## config.mk

```make
export PLATFORM = sky130hd
export DESIGN_NAME = board_ctrl_flat
export DESIGN_NICKNAME = d
export VERILOG_FILES = /design/src/rtl/board_ctrl_if.sv /design/src/rtl/board_ctrl.sv /design/src/flat_wrapper.sv
export SDC_FILE = /design/constraint.sdc
export NUM_CORES = 1
export LEC_CHECK = 0
export BUFFER_PORTS_ARGS = -buffer_cell sky130_fd_sc_hd__clkbuf_2
export CAP_MARGIN = 20
export CORE_ASPECT_RATIO = 0.8
export CORE_MARGIN = 5
export CORE_UTILIZATION = 52
export CTS_BUF_LIST = sky130_fd_sc_hd__clkbuf_4 sky130_fd_sc_hd__clkbuf_8
export CTS_CLUSTER_DIAMETER = 60
export DETAILED_ROUTE_END_ITERATION = 8
export PLACE_DENSITY = 0.79
export SLEW_MARGIN = 20
export SYNTH_ARGS = -nofsm -noshare
export SYNTH_HDL_FRONTEND = slang
export SYNTH_SLANG_ARGS = --single-unit
```

## constraint.sdc

```tcl
create_clock -name clk -period 3.7 [get_ports clk]
set_clock_uncertainty 0.1 [all_clocks]
set_input_delay 0.37 -clock clk [delete_from_list [all_inputs] [get_ports clk]]
set_output_delay 0.37 -clock clk [all_outputs]
set_load 0.05 [all_outputs]
```

## src/rtl/board_ctrl_if.sv

```systemverilog
// Request/status bundle between the move requester and board_ctrl.
// undo_req exists only when MOVE_UNDO_EN is defined.
interface board_ctrl_if;
  logic         init_req;
  logic         mv_req;
  logic [5:0]   mv_src;
  logic [5:0]   mv_dst;
  logic [3:0]   mv_piece;
`ifdef MOVE_UNDO_EN
  logic         undo_req;
`endif
  logic         busy;
  logic         ack;
  logic         init_done;
  logic [3:0]   last_capture;
  logic [255:0] board_flat;

  modport master (
    output init_req, mv_req, mv_src, mv_dst, mv_piece,
`ifdef MOVE_UNDO_EN
    output undo_req,
`endif
    input  busy, ack, init_done, last_capture, board_flat
  );

  modport slave (
    input  init_req, mv_req, mv_src, mv_dst, mv_piece,
`ifdef MOVE_UNDO_EN
    input  undo_req,
`endif
    output busy, ack, init_done, last_capture, board_flat
  );
endinterface

```

## src/rtl/board_ctrl.sv

```systemverilog
// 64x4 board register file with a single write port sequencing init load (64 writes), moves (2 writes)
// and optional one-level undo (MOVE_UNDO_EN); ack pulses in DONE, requests only sampled in IDLE.
module board_ctrl (
  input logic         clk,
  input logic         rst,
  board_ctrl_if.slave bus
);
  typedef enum logic [2:0] {
    S_IDLE,
    S_INIT,
    S_MV_DST,
    S_MV_SRC,
    S_DONE
`ifdef MOVE_UNDO_EN
    ,
    S_UNDO_SRC,
    S_UNDO_DST
`endif
  } state_t;

  state_t       state_q, state_d;
  logic [5:0]   cnt_q;
  logic         op_init_q;
  logic [5:0]   src_q, dst_q;
  logic [3:0]   piece_q, capture_q;
  logic [255:0] board_q;
  logic         wr_en;
  logic [5:0]   wr_addr;
  logic [3:0]   wr_dat;
  logic         same_sq;

`ifdef MOVE_UNDO_EN
  logic [5:0]   u_src_q, u_dst_q;
  logic [3:0]   u_piece_q, u_cap_q;
  logic         u_vld_q;
`endif

  assign same_sq = (src_q == dst_q);

  // Back-rank order R N B Q K B N R by file.
  function automatic logic [2:0] back_rank(input logic [2:0] f);
    case (f)
      3'd0, 3'd7: back_rank = 3'd4;
      3'd1, 3'd6: back_rank = 3'd2;
      3'd2, 3'd5: back_rank = 3'd3;
      3'd3:       back_rank = 3'd5;
      default:    back_rank = 3'd6;
    endcase
  endfunction

  function automatic logic [3:0] init_piece(input logic [5:0] sq);
    case (sq[5:3])
      3'd0:    init_piece = {1'b1, back_rank(sq[2:0])};
      3'd1:    init_piece = 4'h9;
      3'd6:    init_piece = 4'h1;
      3'd7:    init_piece = {1'b0, back_rank(sq[2:0])};
      default: init_piece = 4'h0;
    endcase
  endfunction

  always_ff @(posedge clk or negedge rst) begin
    if (!rst) state_q <= S_IDLE;
    else      state_q <= state_d;
  end

  always_comb begin
    state_d = state_q;
    case (state_q)
      S_IDLE: begin
        if (bus.init_req)    state_d = S_INIT;
        else if (bus.mv_req) state_d = S_MV_DST;
`ifdef MOVE_UNDO_EN
        else if (bus.undo_req) state_d = S_UNDO_SRC;
`endif
      end
      S_INIT:     if (cnt_q == 6'd63) state_d = S_DONE;
      S_MV_DST:   state_d = S_MV_SRC;
      S_MV_SRC:   state_d = S_DONE;
`ifdef MOVE_UNDO_EN
      S_UNDO_SRC: state_d = S_UNDO_DST;
      S_UNDO_DST: state_d = S_DONE;
`endif
      S_DONE:     state_d = S_IDLE;
      default:    state_d = S_IDLE;
    endcase
  end

  always_comb begin
    wr_en   = 1'b0;
    wr_addr = cnt_q;
    wr_dat  = 4'h0;
    case (state_q)
      S_INIT: begin
        wr_en  = 1'b1;
        wr_dat = init_piece(cnt_q);
      end
      S_MV_DST: begin
        wr_en   = !same_sq;
        wr_addr = dst_q;
        wr_dat  = piece_q;
      end
      S_MV_SRC: begin
        wr_en   = !same_sq;
        wr_addr = src_q;
      end
`ifdef MOVE_UNDO_EN
      S_UNDO_SRC: begin
        wr_en   = u_vld_q;
        wr_addr = u_src_q;
        wr_dat  = u_piece_q;
      end
      S_UNDO_DST: begin
        wr_en   = u_vld_q;
        wr_addr = u_dst_q;
        wr_dat  = u_cap_q;
      end
`endif
      default: ;
    endcase
  end

  assign bus.busy         = (state_q != S_IDLE);
  assign bus.ack          = (state_q == S_DONE);
  assign bus.init_done    = (state_q == S_DONE) && op_init_q;
  assign bus.last_capture = capture_q;
  assign bus.board_flat   = board_q;

  always_ff @(posedge clk or negedge rst) begin
    if (!rst)       board_q <= '0;
    else if (wr_en) board_q[{wr_addr, 2'b00} +: 4] <= wr_dat;
  end

  always_ff @(posedge clk or negedge rst) begin
    if (!rst) begin
      cnt_q     <= 6'd0;
      op_init_q <= 1'b0;
      src_q     <= 6'd0;
      dst_q     <= 6'd0;
      piece_q   <= 4'h0;
      capture_q <= 4'h0;
`ifdef MOVE_UNDO_EN
      u_src_q   <= 6'd0;
      u_dst_q   <= 6'd0;
      u_piece_q <= 4'h0;
      u_cap_q   <= 4'h0;
      u_vld_q   <= 1'b0;
`endif
    end else begin
      case (state_q)
        S_IDLE: begin
          cnt_q     <= 6'd0;
          op_init_q <= (state_d == S_INIT);
          if (state_d == S_MV_DST) begin
            src_q   <= bus.mv_src;
            dst_q   <= bus.mv_dst;
            piece_q <= bus.mv_piece;
          end
        end
        S_INIT: begin
          cnt_q <= cnt_q + 6'd1;
`ifdef MOVE_UNDO_EN
          if (cnt_q == 6'd63) u_vld_q <= 1'b0;
`endif
        end
        S_MV_DST: if (!same_sq) capture_q <= board_q[{dst_q, 2'b00} +: 4];
`ifdef MOVE_UNDO_EN
        // capture_q already holds the displaced piece from the MV_DST cycle.
        S_MV_SRC: if (!same_sq) begin
          u_src_q   <= src_q;
          u_dst_q   <= dst_q;
          u_piece_q <= board_q[{src_q, 2'b00} +: 4];
          u_cap_q   <= capture_q;
          u_vld_q   <= 1'b1;
        end
        S_UNDO_DST: u_vld_q <= 1'b0;
`endif
        default: ;
      endcase
    end
  end
endmodule

```

## src/flat_wrapper.sv

```systemverilog
// flat-port wrapper written by rule: the top's interface ports become plain ports
module board_ctrl_flat 
  (clk, rst, bus_init_req, bus_mv_req, bus_mv_src, bus_mv_dst, bus_mv_piece, bus_busy, bus_ack, bus_init_done, bus_last_capture, bus_board_flat);
  board_ctrl_if bus_i ();
  input logic clk;
  input logic rst;
  input wire logic [$bits(bus_i.init_req)-1:0] bus_init_req;
  input wire logic [$bits(bus_i.mv_req)-1:0] bus_mv_req;
  input wire logic [$bits(bus_i.mv_src)-1:0] bus_mv_src;
  input wire logic [$bits(bus_i.mv_dst)-1:0] bus_mv_dst;
  input wire logic [$bits(bus_i.mv_piece)-1:0] bus_mv_piece;
  output wire logic [$bits(bus_i.busy)-1:0] bus_busy;
  output wire logic [$bits(bus_i.ack)-1:0] bus_ack;
  output wire logic [$bits(bus_i.init_done)-1:0] bus_init_done;
  output wire logic [$bits(bus_i.last_capture)-1:0] bus_last_capture;
  output wire logic [$bits(bus_i.board_flat)-1:0] bus_board_flat;
  assign bus_i.init_req = bus_init_req;
  assign bus_i.mv_req = bus_mv_req;
  assign bus_i.mv_src = bus_mv_src;
  assign bus_i.mv_dst = bus_mv_dst;
  assign bus_i.mv_piece = bus_mv_piece;
  assign bus_busy = bus_i.busy;
  assign bus_ack = bus_i.ack;
  assign bus_init_done = bus_i.init_done;
  assign bus_last_capture = bus_i.last_capture;
  assign bus_board_flat = bus_i.board_flat;
  board_ctrl u_core (.clk(clk), .rst(rst), .bus(bus_i));
endmodule
```

==> results.json, run 1 <==
{
  "tns_ns": 0,
  "synth_most_common_cell": "dfrtp_1",
  "critical_path_arrival_ns": 3.86,
  "synth_ff_type": "dfrtp_1",
  "htree_levels": 2,
  "synthTopCellsByArea": "dfrtp_1 51%, mux2_2 19%, mux4_2 13%, mux2_4 1.7%, a21oi_1 1.6%",
  "coreArea_mm2": 0.02639,
  "synth_cells": 1007,
  "min_period_ns": 3.525,
  "crit_fanout": 13,
  "ant_nets": 0,
  "synthAdderAreaFrac_pct": 0.7158,
  "cts_tree": "done",
  "cp-start-kind": "flop",
  "tightest_slew_ns": 0.8345,
  "async_reset_ff_share_pct": 100.0,
  "synth.mux.area_fraction_pct": 34.23,
  "max_cap_viol_count": 0,
  "status": "complete, no violations",
  "fp.dieArea_mm2": 0.03029,
  "rows": 53,
  "synth_edf_count": 0,
  "ys_warn_count": 0,
  "path_clk_slew_ns": 0.06,
  "synth.ff_latch_count": 286,
  "routedWlPerCell_um": 26.38,
  "antenna_found_initial": 0,
  "synthSimpleGateAreaFrac_pct": 6.317,
  "relSlewSlack_pct": 43.97,
  "crit_required_ns": 4.04,
  "cts.path.max_buffers": 3,
  "globalplace.congestion": 0.9608,
  "overflow": 0,
  "pre_cts_ws_ns": 0.2784,
  "clock_latency_ns": 0.56,
  "fillerInstances": 2025,
  "synth_top_family_by_area": "multiplexers",
  "final_nets": 1366,
  "final_max_slew_viol_count": 0,
  "routed_via_density": 6.107,
  "dp.cells": 1631,
  "dp_hpwl_um": 32430,
  "final-setup-viol-count": 0,
  "hold_path.class": "in -> reg",
  "r2r-start": "u_core.state_q[0]",
  "hold_start": "bus_mv_req",
  "area.growth.synth_to_final_pct": 22.53,
  "synth-xor-area-share_pct": 0.6890,
  "setup_ws_ns": 0.1754,
  "synth_compound_area_share_pct": 4.814,
  "critPathCaptureType": "flop",
  "fp.dieH_um": 156.7,
  "track_usage_pct": 29.83,
  "final_core_util_pct": 64.92,
  "antenna_cells": 0,
  "cts_made_buffers": 45,
  "synth_fp_nets": 1035,
  "yosys.area.top_type": "dfrtp_1",
  "drc": 0,
  "avgSynthCellArea_um2": 13.89,
  "finalHoldViolCount": 0,
  "cts.sinks": 286,
  "wirelength_um": 45510,
  "grt_pass1_wl_um": 69630,
  "num_vias": 10530,
  "drt_first_iter_violations": 871,
  "io_pins": 283,
  "seq_area_frac_synth_pct": 51.18,
  "synth_cell_types": 56,
  "clockRootBuffer": "clkbuf_8",
  "firstDrtPassIters": 5,
  "start_util_pct": 52.98,
  "max_freq_mhz": 283.7,
  "startpoint": "u_core.state_q[0]",
  "r2r_slack_ns": 0.18,
  "grt_setup_unrepaired": "false",
  "first_global_vias": 11000,
  "grt_max_degree": 95,
  "layout-drive-gt1-share_pct": 55.48,
  "synth_top_area_share_pct": 51.18,
  "synth_common_cells": "286 x dfrtp_1, 231 x mux2_2, 78 x mux4_2",
  "fin_crit_sh_pct": 95.26,
  "crit_type": "reg -> reg",
  "syn_area_mm2": 0.01398,
  "die_x_um": 193.3,
  "final_cell_count_no_fill": 1725,
  "port_buffers": 282
}
[final cells by class]
class / instances / area [um2] / area share, %
flip-flops and latches: 286 / 7162 / 41.80
multi-input cells: 652 / 6569 / 38.34
repair buffers: 342 / 1964 / 11.46
clock buffers: 73 / 923.4 / 5.389
well taps: 357 / 446.7 / 2.607
inverters: 11 / 41.29 / 0.2410
clock inverters: 4 / 27.53 / 0.1607
[layout by cell type (no fill, tap or decap), drive strengths merged, types with 2 or more instances in the layout]
| cell | n |
|---|---|
| o21a | 3 |
| xor2 | 7 |
| and2 | 4 |
| a22o | 2 |
| dlygate4sd3 | 17 |
| buf | 44 |
| nor4 | 2 |
| nor3 | 13 |
| nand2 | 57 |
| mux2i | 18 |
| clkbuf | 354 |
| inv | 13 |
| a31oi | 3 |
| or3 | 9 |
| or2 | 4 |
| ha | 8 |
| nor2 | 58 |
| xnor2 | 4 |
| nand3 | 8 |
| mux4 | 78 |
| mux2 | 247 |
| a21oi | 46 |
| clkinv | 2 |
| and3 | 2 |
| dfrtp | 286 |
| o21ai | 43 |
| nand3b | 4 |
| nor2b | 5 |
| a211oi | 4 |
| nand2b | 4 |
| o31ai | 3 |
| a221o | 3 |
[what timing repair did]
| action | 4_1_cts | 5_1_grt |
|---|---|---|
| endpoints found under the setup margin | 0 | 4 |
| hold buffers | 17 | 0 |
| endpoints found under the hold margin | 107 | 0 |
| resized for setup | 0 | 1 |
| buffers inserted | 0 | 0 |
[worst paths after layout]
check	depth (start not counted)	endpoint
min in group asynchronous	2	u_core.bus.last_capture[0]
worst max-delay path	10	u_core.bus.board_flat[4]
worst max register to register	10	u_core.bus.board_flat[4]
max in group asynchronous	3	u_core.bus.board_flat[16]
worst min register to register	2	u_core.op_init_q
worst min-delay path	3	u_core.state_q[1]
[per-stage QoR]
stage	hold slack [ns]	cell area (um2)
after floorplan	-0.02559	13980
after global placement	0.3487	16010
after detailed placement	0.3443	16010
after CTS	0.05341	17130
after global routing	0.08058	17130
final	0.06832	17130
[flip-flops by register name, summed over array words and instances (netlist names)]
signal	cells
u_core.bus.board_flat	256
u_core.bus.last_capture	4
u_core.cnt_q	6
u_core.dst_q	6
u_core.op_init_q	1
u_core.piece_q	4
u_core.src_q	6
u_core.state_q	3
[critical path: stages (launching register included)]
cell	delay (ns)
dfrtp_1	0.48
mux2_2	0.39
mux2i_2	0.17
ha_1	0.24
nand3_1	0.09
o22ai_1	0.29
xnor2_1	0.26
nand4_2	0.41
buf_4	0.29
nor2_1	0.30
mux2_2	0.39
[cell families after synthesis]
logic type      Yosys count
compound gates          116
simple gates            174
mux                     343
xor+xnor                 11
fa+ha+maj                 8
flops                   286
buf+inv                  69
[routing by layer]
metal	up-vias	wire (um)	track usage [%]
met5	-	0	0
li1	4407	-	-
met1	5496	19130	41.60
met4	0	969	6.640
met2	546	20620	46.24
met3	85	4787	10.07
Power of run 1 is left out: the tool's default activity adds up to more than one toggle a clock period on the data nets, which glitch-free logic cannot reach.
==> inputs of run 2 (changes only) <==
Settings changed: CORE_MARGIN 5 to 8, REMOVE_ABC_BUFFERS set to 1.
==> run 2 against run 1 <==
Global-route usage down 1.7 points. Non-clock buffer count up 5. Count of clock-buffer cells in the layout up 2. Wire length up 0.84%. Final area is 0.52% higher. Critical path depth fell by 3. Cell count up 0.58%. Flip-flop and latch count did not move. Utilization up 0.50 points. Worst setup slack got worse by 0.039 ns. Sequential share of layout area down 0.22 points. Critical endpoint is now u_core.bus.board_flat[34].
==> results.json, run 2 (synthesis results as in run 1) <==
{
  "critPathCaptureType": "flop",
  "largest_reg_flops": 256,
  "critical_path_arrival_ns": 3.94,
  "min_period_ns": 3.564,
  "clock_latency_ns": 0.59,
  "r2r-start": "u_core.state_q[0]",
  "final_cell_mix": "284 x dfrtp_1, 281 x clkbuf_2, 231 x mux2_2",
  "routedWlPerCell_um": 26.45,
  "drt_first_iter_violations": 965,
  "rr_worst_depth": 7,
  "final-setup-viol-count": 0,
  "track_usage_pct": 28.08,
  "r2r_end": "u_core.bus.board_flat[34]",
  "first_global_vias": 10930,
  "grt_max_degree": 116,
  "wirelength_um": 45890,
  "fin_crit_sh_pct": 96.31,
  "routed_via_density": 6.012,
  "crit_required_ns": 4.08,
  "fp.dieH_um": 162.7,
  "max_cap_viol_count": 0,
  "finalHoldViolCount": 0,
  "crit_fanout": 18,
  "firstDrtPassIters": 6,
  "grt_pass1_wl_um": 68960,
  "final_nets": 1372,
  "cts_tree": "done",
  "area.growth.synth_to_final_pct": 23.17,
  "cts_made_buffers": 46,
  "io_pins": 283,
  "crit_type": "reg -> reg",
  "rows": 53,
  "status": "complete, no violations",
  "globalplace.congestion": 0.9409,
  "start_util_pct": 53.12,
  "drc": 0,
  "grt_setup_unrepaired": "false",
  "tightest_slew_ns": 1.112,
  "cts_hold_buf": 17,
  "htree_levels": 2,
  "cp-start-kind": "flop",
  "holdPathEnd": "u_core.state_q[1]",
  "port_buffers": 282,
  "hold_path.class": "in -> reg",
  "num_vias": 10430,
  "max_freq_mhz": 280.6,
  "whs_ns": 0.05302,
  "antenna_found_initial": 1,
  "layout-drive-gt1-share_pct": 55.73,
  "final_max_slew_viol_count": 0,
  "dp_hpwl_um": 33430,
  "cts.sinks": 286,
  "hold_path_depth": 3,
  "relSlewSlack_pct": 25.86,
  "overflow": 0,
  "final_common_cell": "dfrtp_1",
  "coreArea_mm2": 0.02633,
  "fp.dieArea_mm2": 0.03243,
  "antenna_cells": 0,
  "cts_setup_buffers": 0,
  "clockRootBuffer": "clkbuf_8",
  "cts_resized": 0,
  "hold_start": "bus_mv_req",
  "die_x_um": 199.3,
  "path_clk_slew_ns": 0.07,
  "ant_nets": 0,
  "cts.path.max_buffers": 3,
  "r2r_slack_ns": 0.14
}
-- run 2: critical path: stages (launching register included) --
cell	delay [ns]
dfrtp_1	0.48
mux2_2	0.39
mux2_2	0.34
or3_4	0.42
o21a_1	0.23
nor4_4	0.85
nand2_1	0.31
mux2_2	0.35
-- run 2: metrics by stage --
stage | TNS, ns | area [um2] | setup slack, ns | util, % | std cells
floorplan | -394.72 | 13740 | -1.878 | - | 949
global placement | 0 | 16040 | 0.2881 | 60.92 | 1635
detailed placement | 0 | 16040 | 0.1890 | 60.92 | 1635
CTS | 0 | 17210 | 0.2060 | 65.38 | 1734
global route | 0 | 17220 | 0.008484 | 65.42 | 1735
finish | 0 | 17220 | 0.1364 | 65.42 | 1735
-- run 2: worst max-delay path by stage --
stage | start | endpoint | slack (ns) | cells after the start
after global placement | u_core.state_q[0] | u_core.bus.board_flat[38] | 0.29 | 7
after detailed placement | u_core.state_q[0] | u_core.bus.board_flat[36] | 0.19 | 7
after global routing | u_core.dst_q[2] | u_core.bus.board_flat[34] | 0.008 | 9
final | u_core.state_q[0] | u_core.bus.board_flat[34] | 0.14 | 7
after floorplan | u_core.dst_q[0] | u_core.bus.board_flat[148] | -1.88 | 9
after CTS | u_core.state_q[0] | u_core.bus.board_flat[36] | 0.21 | 7
-- run 2: layout make-up --
class / count / area, um2
timing repair buffer: 347 / 2006
fill: 1986 / 9104
clock inverter: 7 / 58.81
inverter: 11 / 41.29
clock buffer: 75 / 944.7
sequential: 286 / 7162
multi-input combinational: 652 / 6564
tap: 357 / 446.7
-- run 2: per-layer routing --
layer,global-route usage [%],part of all wire (%),up-vias
li1,-,-,4419
met1,37.98,41,5356
met2,41.75,45,555
met3,10.74,12,95
met4,7.913,2.3,6
met5,2.311,0.24,-
Power of run 2 is left out for the same reason.
